==> src/rtl/mdu_pkg.sv <==
// Shared types and constants for the iterative multiply/divide unit.
package mdu_pkg;

   localparam int unsigned DefaultWidth = 32;

   typedef enum logic [1:0] {
      OpMult  = 2'd0,
      OpMultu = 2'd1,
      OpDiv   = 2'd2,
      OpDivu  = 2'd3
   } mdu_op_e;

   typedef enum logic [1:0] {
      StIdle = 2'd0,
      StCalc = 2'd1,
      StFix  = 2'd2
   } mdu_state_e;

endpackage

==> src/rtl/mult_div_unit_if.sv <==
// Request/result bundle between the CPU datapath and the multiply/divide unit.
interface mult_div_unit_if
   import mdu_pkg::*;
#(
   parameter int unsigned WIDTH = DefaultWidth
);
   logic             clk_enable;
   logic             start;
   mdu_op_e          op;
   logic [WIDTH-1:0] op_a;
   logic [WIDTH-1:0] op_b;
   logic             hi_we;
   logic             lo_we;
   logic [WIDTH-1:0] wdata;
   logic             busy;
   logic             done;
   logic [WIDTH-1:0] hi;
   logic [WIDTH-1:0] lo;

   modport master (
      output clk_enable, start, op, op_a, op_b, hi_we, lo_we, wdata,
      input  busy, done, hi, lo
   );

   modport slave (
      input  clk_enable, start, op, op_a, op_b, hi_we, lo_we, wdata,
      output busy, done, hi, lo
   );
endinterface

==> src/rtl/mdu_sign_fix.sv <==
// Conditional two's-complement negate; used both for operand magnitudes and result signs.
module mdu_sign_fix #(
   parameter int unsigned Width = 32
) (
   input  logic [Width-1:0] val_i,
   input  logic             neg_i,
   output logic [Width-1:0] res_o
);

   // Negate when requested, otherwise pass through.
   always_comb begin
      res_o = neg_i ? (~val_i + Width'(1)) : val_i;
   end

endmodule

==> src/rtl/mult_div_unit.sv <==
// Radix-2 sequential multiply/divide unit owning HI/LO.
// Optional MDU_EARLY_TERM_EN: multiplies leave CALC once the remaining multiplier bits are zero.
module mult_div_unit
   import mdu_pkg::*;
#(
   parameter int unsigned WIDTH = DefaultWidth
) (
   input logic            clk,
   input logic            reset_n,
   mult_div_unit_if.slave bus
);

   localparam int unsigned CntW = $clog2(WIDTH + 1);

   mdu_state_e         state_q, state_d;
   mdu_op_e            op_q, op_d;
   logic [WIDTH-1:0]   opa_q, opa_d;    // multiplicand, or dividend shifting out MSB first
   logic [WIDTH-1:0]   opb_q, opb_d;    // multiplier shifting out LSB first, or divisor
   logic [2*WIDTH-1:0] acc_q, acc_d;    // product, or {remainder, quotient}
   logic [CntW-1:0]    cnt_q, cnt_d;
   logic               neg_res_q, neg_res_d;
   logic               neg_rem_q, neg_rem_d;
   logic               div0_q, div0_d;
   logic               done_q, done_d;
   logic [WIDTH-1:0]   hi_q, hi_d;
   logic [WIDTH-1:0]   lo_q, lo_d;

   logic               in_signed, in_div, is_mul, calc_last;
   logic [WIDTH-1:0]   a_mag, b_mag, quo_res, rem_res;
   logic [WIDTH:0]     mul_sum, div_top, div_diff;
   logic [2*WIDTH-1:0] mul_acc, div_acc, prod, prod_res;

   assign in_signed = (bus.op == OpMult) || (bus.op == OpDiv);
   assign in_div    = (bus.op == OpDiv) || (bus.op == OpDivu);
   assign is_mul    = (op_q == OpMult) || (op_q == OpMultu);

   mdu_sign_fix #(.Width(WIDTH)) u_a_fix (
      .val_i (bus.op_a),
      .neg_i (in_signed & bus.op_a[WIDTH-1]),
      .res_o (a_mag)
   );

   mdu_sign_fix #(.Width(WIDTH)) u_b_fix (
      .val_i (bus.op_b),
      .neg_i (in_signed & bus.op_b[WIDTH-1]),
      .res_o (b_mag)
   );

   mdu_sign_fix #(.Width(2 * WIDTH)) u_prod_fix (
      .val_i (prod),
      .neg_i (neg_res_q),
      .res_o (prod_res)
   );

   mdu_sign_fix #(.Width(WIDTH)) u_quo_fix (
      .val_i (acc_q[WIDTH-1:0]),
      .neg_i (neg_res_q),
      .res_o (quo_res)
   );

   mdu_sign_fix #(.Width(WIDTH)) u_rem_fix (
      .val_i (acc_q[2*WIDTH-1:WIDTH]),
      .neg_i (neg_rem_q),
      .res_o (rem_res)
   );

   // One iteration of shift-add multiply and of restoring divide.
   always_comb begin
      mul_sum  = {1'b0, acc_q[2*WIDTH-1:WIDTH]} + {1'b0, (opb_q[0] ? opa_q : '0)};
      mul_acc  = {mul_sum, acc_q[WIDTH-1:1]};
      div_top  = {acc_q[2*WIDTH-1:WIDTH], opa_q[WIDTH-1]};
      div_diff = div_top - {1'b0, opb_q};
      // A borrow means the trial subtract failed; keep the shifted remainder.
      div_acc  = div_diff[WIDTH] ? {div_top[WIDTH-1:0], acc_q[WIDTH-2:0], 1'b0}
                                 : {div_diff[WIDTH-1:0], acc_q[WIDTH-2:0], 1'b1};
`ifdef MDU_EARLY_TERM_EN
      // Apply the shifts skipped by leaving CALC early.
      prod      = acc_q >> (CntW'(WIDTH) - cnt_q);
      calc_last = (cnt_q == CntW'(WIDTH - 1)) || (is_mul && ((opb_q >> 1) == '0));
`else
      prod      = acc_q;
      calc_last = (cnt_q == CntW'(WIDTH - 1));
`endif
   end

   // FSM state register.
   always_ff @(posedge clk or negedge reset_n) begin
      if (!reset_n) begin
         state_q <= StIdle;
      end else if (bus.clk_enable) begin
         state_q <= state_d;
      end
   end

   // FSM next-state logic.
   always_comb begin
      state_d = state_q;
      unique case (state_q)
         StIdle:  if (bus.start) state_d = StCalc;
         StCalc:  if (calc_last) state_d = StFix;
         StFix:   state_d = StIdle;
         default: state_d = StIdle;
      endcase
   end

   // FSM outputs.
   always_comb begin
      bus.busy = (state_q != StIdle);
      bus.done = done_q;
      bus.hi   = hi_q;
      bus.lo   = lo_q;
   end

   // Datapath next-state: accept, iterate, then sign-correct and write HI/LO.
   always_comb begin
      op_d      = op_q;
      opa_d     = opa_q;
      opb_d     = opb_q;
      acc_d     = acc_q;
      cnt_d     = cnt_q;
      neg_res_d = neg_res_q;
      neg_rem_d = neg_rem_q;
      div0_d    = div0_q;
      hi_d      = hi_q;
      lo_d      = lo_q;
      done_d    = 1'b0;
      unique case (state_q)
         StIdle: begin
            if (bus.hi_we) hi_d = bus.wdata;
            if (bus.lo_we) lo_d = bus.wdata;
            if (bus.start) begin
               op_d      = bus.op;
               opa_d     = a_mag;
               opb_d     = b_mag;
               acc_d     = '0;
               cnt_d     = '0;
               neg_res_d = in_signed & (bus.op_a[WIDTH-1] ^ bus.op_b[WIDTH-1]);
               neg_rem_d = in_signed & bus.op_a[WIDTH-1];
               div0_d    = in_div && (bus.op_b == '0);
            end
         end
         StCalc: begin
            cnt_d = cnt_q + CntW'(1);
            if (is_mul) begin
               acc_d = mul_acc;
               opb_d = opb_q >> 1;
            end else begin
               acc_d = div_acc;
               opa_d = opa_q << 1;
            end
         end
         StFix: begin
            done_d = 1'b1;
            if (is_mul) begin
               {hi_d, lo_d} = prod_res;
            end else begin
               // Divide by zero: the remainder path already yields op_a; force LO to all ones.
               hi_d = rem_res;
               lo_d = div0_q ? '1 : quo_res;
            end
         end
         default: ;
      endcase
   end

   // Datapath registers; everything holds while clk_enable is low.
   always_ff @(posedge clk or negedge reset_n) begin
      if (!reset_n) begin
         op_q      <= OpMult;
         opa_q     <= '0;
         opb_q     <= '0;
         acc_q     <= '0;
         cnt_q     <= '0;
         neg_res_q <= 1'b0;
         neg_rem_q <= 1'b0;
         div0_q    <= 1'b0;
         done_q    <= 1'b0;
         hi_q      <= '0;
         lo_q      <= '0;
      end else if (bus.clk_enable) begin
         op_q      <= op_d;
         opa_q     <= opa_d;
         opb_q     <= opb_d;
         acc_q     <= acc_d;
         cnt_q     <= cnt_d;
         neg_res_q <= neg_res_d;
         neg_rem_q <= neg_rem_d;
         div0_q    <= div0_d;
         done_q    <= done_d;
         hi_q      <= hi_d;
         lo_q      <= lo_d;
      end
   end

endmodule
==> src/flat_wrapper.sv <==
// flat-port wrapper written by rule: the top's interface ports become plain ports
module mult_div_unit_flat import mdu_pkg::*;
#(
   parameter int unsigned WIDTH = DefaultWidth
)
  (clk, reset_n, bus_clk_enable, bus_start, bus_op, bus_op_a, bus_op_b, bus_hi_we, bus_lo_we, bus_wdata, bus_busy, bus_done, bus_hi, bus_lo);
  mult_div_unit_if #(.WIDTH(WIDTH)) bus_i ();
  input logic clk;
  input logic reset_n;
  input wire logic [$bits(bus_i.clk_enable)-1:0] bus_clk_enable;
  input wire logic [$bits(bus_i.start)-1:0] bus_start;
  input wire logic [$bits(bus_i.op)-1:0] bus_op;
  input wire logic [$bits(bus_i.op_a)-1:0] bus_op_a;
  input wire logic [$bits(bus_i.op_b)-1:0] bus_op_b;
  input wire logic [$bits(bus_i.hi_we)-1:0] bus_hi_we;
  input wire logic [$bits(bus_i.lo_we)-1:0] bus_lo_we;
  input wire logic [$bits(bus_i.wdata)-1:0] bus_wdata;
  output wire logic [$bits(bus_i.busy)-1:0] bus_busy;
  output wire logic [$bits(bus_i.done)-1:0] bus_done;
  output wire logic [$bits(bus_i.hi)-1:0] bus_hi;
  output wire logic [$bits(bus_i.lo)-1:0] bus_lo;
  assign bus_i.clk_enable = bus_clk_enable;
  assign bus_i.start = bus_start;
  assign bus_i.op = bus_op;
  assign bus_i.op_a = bus_op_a;
  assign bus_i.op_b = bus_op_b;
  assign bus_i.hi_we = bus_hi_we;
  assign bus_i.lo_we = bus_lo_we;
  assign bus_i.wdata = bus_wdata;
  assign bus_busy = bus_i.busy;
  assign bus_done = bus_i.done;
  assign bus_hi = bus_i.hi;
  assign bus_lo = bus_i.lo;
  mult_div_unit #(.WIDTH(WIDTH)) u_core (.clk(clk), .reset_n(reset_n), .bus(bus_i));
endmodule
==> config.mk <==
export PLATFORM = sky130hd
export DESIGN_NAME = mult_div_unit_flat
export DESIGN_NICKNAME = d
export VERILOG_FILES = /design/src/rtl/mdu_pkg.sv /design/src/rtl/mult_div_unit_if.sv /design/src/rtl/mdu_sign_fix.sv /design/src/rtl/mult_div_unit.sv /design/src/flat_wrapper.sv
export SDC_FILE = /design/constraint.sdc
export NUM_CORES = 1
export LEC_CHECK = 0
export CORE_ASPECT_RATIO = 0.5
export CORE_MARGIN = 4
export CORE_UTILIZATION = 60
export CTS_CLUSTER_DIAMETER = 100
export DETAILED_ROUTE_END_ITERATION = 8
export HOLD_SLACK_MARGIN = 0.06
export MAX_ROUTING_LAYER = met4
export PLACE_DENSITY = 0.82
export SLEW_MARGIN = 20
export SYNTH_ARGS = -nofsm -noshare
export SYNTH_HDL_FRONTEND = slang
export SYNTH_HIERARCHICAL = 1
export SYNTH_SLANG_ARGS = --single-unit
==> constraint.sdc <==
create_clock -name clk -period 5.87 [get_ports clk]
set_input_delay 0.8805 -clock clk [delete_from_list [all_inputs] [get_ports clk]]
set_output_delay 0.8805 -clock clk [all_outputs]
set_load 0.005 [all_outputs]
==> flow_summary.ini, run 1 <==
[yosys]
synth-adder-area-share_pct = 5.02
synthTopCellsByArea = dfrtp_1 (28%), xnor2_1 (9.9%), nand2_1 (5.9%), mux2i_1 (5.6%), a21oi_1 (4.9%)
synthMuxAreaShare_pct = 5.69
synthDistinctLibCells = 87
synth_top_area_share_pct = 27.7
synth_warnings = 6
synth_fp_nets = 2439
yosysTopAreaCell = dfrtp_1
synthSimpleGateAreaFrac_pct = 21.3
synthesis.instances = 2262
synth_top_family_by_area = compound AO/OA/AOI/OAI gates
ys_ff_latch = 205
synth_edf_count = 0
synth_flop_cell = dfrtp_1
yosys.area_share.xor_xnor_pct = 11.6
synth.avg_cell_area_um2 = 8.18
synth-async-reset-ratio_pct = 100
netlist_area_um2 = 18500
synth_compound_area_share_pct = 24.7
yosysSeqAreaShare_pct = 27.7

[power]
power_density_nw_per_um2 = 578
seqPwrFrac_pct = 24.5
p_leak_nw = 8.71
intPower_mw = 6.14
p_sw_mw = 6.13
pwr-share-clk_pct = 13.1
switching_share_pct = 50.0
peakVddDrop_v = 0.000352
comb_power_share_pct = 62.4

[floorplanning]
io_pins = 170
rows = 45
start_util_pct = 61.0
die-area_um2 = 33900
die_h_um = 132
coreArea_um2 = 30300
die-width_um = 256

[timing]
min_period_over_period_pct = 72.1
setup_tns_ns = 0
worst_pin_slew_ns = 1.06
layout_min_cycle_time_ns = 4.23
setup_violations = 0
hold_ws_ns = 0.415
max_clock_freq_mhz = 236
finClkSkew_ns = 0.0196
rsz0062_at_grt = no
drv_slew = 0
slew_headroom_pct = 29.0
hold_viol_final = 0

[finish]
area_growth_pct = 14.8
final_cell_mix = nand2_1 (288), xnor2_1 (210), dfrtp_1 (203)
num-nets-final = 2529
drive_gt1_share_pct = 6.67
final_common_cell = nand2_1
antenna_cells = 0
nFillCells = 2446
post-route-util_pct = 70.0

[clocking]
clockBufferDepth = 3
cts_resized = 0
path_clk_slew_ns = 0.06
htreeDepth = 1
postCtsHoldBufs = 0
cts_num_sinks = 205
cts_tree = built
clock_latency_ns = 0.54
cts_inserted_buffers = 22
post_cts_buffers = 0
root_buffer = clkbuf_16

[routing]
ant_nets = 0
vias = 18200
wl_per_cell_um = 21.2
routed_via_density = 6.58
drt_iter0_drc = 2112
drc = 0
first_pass_iters = 6
wl_mm = 58.6

[global_routing]
grtUsageMet3_pct = 7.31
grt_use_met1_pct = 45.8
overflow = 0
grt_pass1_wl_mm = 92.4
grt_use_met2_pct = 52.0
grt_pass1_vias = 16900
grt_max_degree = 111
grtUsageTotal_pct = 34.2
antenna_found_initial = 0
top_usage_layer = met2

[placement]
place.gp.congestion = 0.972
port-buffer-count = 169
dp_hpwl_mm = 42.3

[critical_path]
critPathLaunchType = flip-flop
cp_cell_sequence = ha_1, fa_1, nand2b_1, a21oi_1, o211ai_1, a21oi_1, a311o_2, nor2_1, a222oi_1, nand2_1
reg2reg_from = u_core/opb_q[0]$_DFFE_PN0P_
cp_top_family = compound AO/OA/AOI/OAI gates
ff2ff_setup_slack_ns = 1.64
worstSetupPathType = flip-flop to flip-flop
r2r_end = u_core/acc_q[54]$_DFFE_PN0P_
critPathCaptureType = flip-flop
cp_slowest_stage_delay_ns = 0.97
crit_top_cell = a21oi_1
crit_buf_inv = 0
crit_path_max_fanout = 55
required_ns = 6.28
slowest_stage = a311o_2
worstPathArrival_ns = 4.64
critPathLaunch = u_core/opb_q[0]$_DFFE_PN0P_
worst-r2r-cell-count = 10

[hold_path]
hold_path_class = input pin to asynchronous set/reset pin

[flow_run]
max_cap_viol_count = 0

[outcome]
status = finished, final reports clean
[how the worst max path moves through the flow]
stage                                         endpoint  slack, ns  depth (start not counted)
after floorplan           u_core/acc_q[61]$_DFFE_PN0P_       2.72                         14
after global placement    u_core/acc_q[54]$_DFFE_PN0P_       1.90                         10
after detailed placement  u_core/acc_q[54]$_DFFE_PN0P_       1.78                         10
after CTS                 u_core/acc_q[54]$_DFFE_PN0P_       1.73                         10
after global routing      u_core/acc_q[54]$_DFFE_PN0P_       1.28                         10
final                     u_core/acc_q[54]$_DFFE_PN0P_       1.64                         10
[flip-flops by register name, indices dropped and copies added (netlist names)]
name / flops
u_core/opa_q: 32
u_core/neg_rem_q: 1
u_core/div0_q: 1
u_core/state_q: 2
u_core/neg_res_q: 1
u_core/opb_q: 32
u_core/bus.done: 1
u_core/cnt_q: 6
u_core/bus.hi: 32
u_core/acc_q: 64
u_core/op_q: 1
u_core/bus.lo: 32
[worst reg2reg max path, delay by kind of cell (launching register included)]
| kind | cells | cell delay (ns) |
|---|---|---|
| AOI/OAI and AO/OA | 5 | 2.07 |
| and+or+nand+nor | 3 | 0.52 |
| adders and majority gates | 2 | 0.83 |
| DFF | 1 | 0.70 |
[area by class of cell]
| cell class | count | area (µm²) | share of cell area (%) |
|---|---|---|---|
| clock buffers | 33 | 663 | 3.12 |
| inverters | 58 | 218 | 1.02 |
| clock inverters | 7 | 149 | 0.701 |
| well taps | 399 | 499 | 2.35 |
| multi-input cells | 1875 | 12700 | 59.8 |
| repair buffers | 190 | 1890 | 8.88 |
| flip-flops and latches | 205 | 5130 | 24.2 |
[layer usage]
| layer | share of wire [%] | up-vias |
|---|---|---|
| li1 | - | 8449 |
| met1 | 42 | 8674 |
| met2 | 44 | 922 |
| met3 | 10 | 170 |
| met4 | 3.8 | 0 |
| met5 | 0 | - |
[cell families (layout without fill, tap and decap cells)]
logic type                 count (synthesis)  count (layout)
AOI/OAI and AO/OA                        692             692
xor gates and xnor gates                 244             244
adders and majority gates                 73              73
buffers and inverters                    182             288
DFF                                      205             205
muxes                                    105             105
and+or+nand+nor                          761             761
[power groups by stage]
stage | Combinational (mW) | Sequential, mW | Clock (mW)
detailed placement | 7.42 | 2.99 | 0
CTS | 7.46 | 2.97 | 1.62
finish | 7.66 | 3.01 | 1.60
global placement | 7.31 | 2.96 | 0
global route | 8.29 | 3.08 | 1.68
floorplan | 5.56 | 2.59 | 0
[Yosys cell counts (all sizes together), types with 7 or more instances]
master,number
nand2,289
xnor2,210
dfrtp,205
nor2,196
a21oi,181
o21ai,176
mux2i,103
o31ai,94
clkbuf,86
ha,71
inv,58
o41ai,49
a31oi,41
buf,38
nor4,38
o22ai,35
xor2,34
and2,32
nand3,32
nand2b,28
nor3,26
nand4,22
or3,20
a22oi,17
or4,17
nor2b,15
o211ai,13
or2,13
o21bai,11
a21o,10
and3,10
o221ai,10
o21a,8
or2b,8
a221o,7
[stage by stage]
step	area, µm²	setup slack (ns)	total power, mW	instances
6_report	21200	1.64	12.3	2767
5_1_grt	21200	1.28	13.0	2767
4_1_cts	21200	1.73	12.0	2766
3_5_place_dp	20400	1.78	10.4	2726
3_3_place_gp	20400	1.90	10.3	2726
2_1_floorplan	18500	2.72	8.15	2262
(Power assumes the default switching activity.)
==> run 2, diff against run 1 <==
CORE_UTILIZATION = 54   (was 60)
PLACE_DENSITY = 0.78   (was 0.82)
clock period = 3.69 ns   (was 5.87 ns; I/O delays follow)
==> run 2 against run 1 <==
Compared with the run above: global-route usage is 2.1 points lower; sequential power is 42% higher; flip-flop and latch count stayed put; combinational power is 72% higher; non-clock buffer count is 61 higher; via count is 0.69% higher; clock-buffer cell count is 2 lower; final cell count is 3.8% higher; die area is 11% higher; power is 63% higher; largest cell class unchanged.
==> flow_summary.ini, run 2 (synthesis results as in run 1) <==
[clocking]
path_clk_slew_ns = 0.08
cts_tree = built
cts_inserted_buffers = 22
cts_num_sinks = 205
clock_latency_ns = 0.55
root_buffer = clkbuf_16
post_cts_buffers = 0
clockBufferDepth = 3
htreeDepth = 1

[power]
peakVddDrop_v = 0.000525
p_leak_nw = 9.03
power_mw = 20.0
power_density_nw_per_um2 = 918

[global_routing]
grtUsageTotal_pct = 32.1
grt_pass1_wl_mm = 95.0
grt_max_degree = 89
antenna_found_initial = 1
grt_use_met2_pct = 47.6
grtUsageMet3_pct = 6.60
grt_pass1_vias = 17100
overflow = 0
top_usage_layer = met2
grt_use_met1_pct = 44.7

[placement]
place.gp.congestion = 0.992
port-buffer-count = 169
place_ws_ns = 0.194
dp_hpwl_mm = 45.4

[floorplanning]
die-width_um = 270
coreArea_um2 = 33400
rows = 47
die_h_um = 139
die-area_um2 = 37500
io_pins = 170
start_util_pct = 55.4

[routing]
ant_nets = 0
wl_mm = 61.1
drt_iter0_drc = 2095
vias = 18300
routed_via_density = 6.39
wl_per_cell_um = 21.3
first_pass_iters = 6
drc = 0

[critical_path]
ff2ff_setup_slack_ns = 0.17
worstPathArrival_ns = 3.95
crit_path_max_fanout = 13
critPathCaptureType = flip-flop
r2r_end = u_core/acc_q[58]$_DFFE_PN0P_
cp_slowest_stage_delay_ns = 0.58
worst-r2r-cell-count = 11
cp_cell_sequence = inv_1, ha_1, fa_1, nand2b_1, a21oi_1, o211ai_1, a21oi_2, nor4_1, a311o_1, a32o_1, a211o_1
critPathLaunch = u_core/opa_q[31]$_DFFE_PN0P_
worstSetupPathType = flip-flop to flip-flop
critPathLaunchType = flip-flop
path_depth = 11
endpoint = u_core/acc_q[58]$_DFFE_PN0P_
required_ns = 4.12
crit_buf_inv = 1
reg2reg_from = u_core/opa_q[31]$_DFFE_PN0P_
cp_top_family = compound AO/OA/AOI/OAI gates
slowest_stage = a311o_1

[timing]
finClkSkew_ns = 0.0224
hold_ws_ns = 0.0548
setup_violations = 0
slew_headroom_pct = 35.9
drv_slew = 0
worst_pin_slew_ns = 0.958
min_period_over_period_pct = 95.3
hold_viol_final = 0
max_clock_freq_mhz = 284
layout_min_cycle_time_ns = 3.52
setup_ws_ns = 0.172

[finish]
drive_gt1_share_pct = 9.10
multi_input_area_um2 = 12700
register_area_um2 = 5130
largest_register_ffs = 64
nFillCells = 2898
area_growth_pct = 17.7
largest_register = u_core/acc_q
num-nets-final = 2591
final_cell_mix = nand2_1 (288), xnor2_1 (210), dfrtp_1 (203)
post-route-util_pct = 65.2
final_common_cell = nand2_1

[outcome]
status = finished, final reports clean

[flow_run]
max_cap_viol_count = 0

[hold_path]
hold_path_class = input pin to asynchronous set/reset pin
[run 2: cell count changes in the layout (fill, tap and decap cells not counted), sizes merged]
cell	previous run	this run
a311o	3	4
clkinv	2	4
clkbuf	34	32
inv	59	58
buf	21	82
diode	0	1
[run 2: layer usage]
| layer | up-vias | wire length [µm] |
|---|---|---|
| li1 | 8549 | - |
| met1 | 8829 | 27100 |
| met2 | 828 | 26200 |
| met3 | 134 | 5840 |
| met4 | 0 | 1930 |
| met5 | - | 0 |
[run 2: through the flow]
| step | cells | instance area (µm²) | setup TNS (ns) |
|---|---|---|---|
| 5_1_grt | 2871 | 21800 | -0.000615 |
| 3_5_place_dp | 2830 | 21000 | 0 |
| 3_3_place_gp | 2830 | 21000 | 0 |
| 4_1_cts | 2869 | 21800 | 0 |
| 6_report | 2871 | 21800 | 0 |
| 2_1_floorplan | 2262 | 18500 | 0 |
[run 2: layout make-up]
cell class,instances,share of cell area (%)
clock buffers,31,3.01
flip-flops and latches,205,23.6
multi-input cells,1876,58.4
repair buffers,251,10.8
clock inverters,8,0.644
well taps,441,2.53
diodes,1,0.0115
inverters,58,1.00
[run 2: worst min-delay path by stage]
stage                                    startpoint                           to  slack [ns]  cells after the start
after floorplan                             reset_n  u_core/acc_q[0]$_DFFE_PN0P_        0.26                      0
after global placement    u_core/div0_q$_DFFE_PN0P_    u_core/div0_q$_DFFE_PN0P_        0.46                      2
after detailed placement  u_core/div0_q$_DFFE_PN0P_    u_core/div0_q$_DFFE_PN0P_        0.47                      2
after CTS                                   reset_n  u_core/opb_q[8]$_DFFE_PN0P_         0.1                      1
after global routing                        reset_n  u_core/opb_q[8]$_DFFE_PN0P_        0.13                      1
final                                       reset_n  u_core/opb_q[8]$_DFFE_PN0P_        0.05                      1
[run 2: power by group]
group          switching [mW]  internal (mW)
clock network            1.02           1.51
registers                1.12           3.15
logic                    7.77           5.42
total                    9.91           10.1
[run 2: repair_timing]
action / 4_1_cts / 5_1_grt
resized for setup: 0 / 1
hold buffers: 0 / 0
setup endpoints to repair: 0 / 6
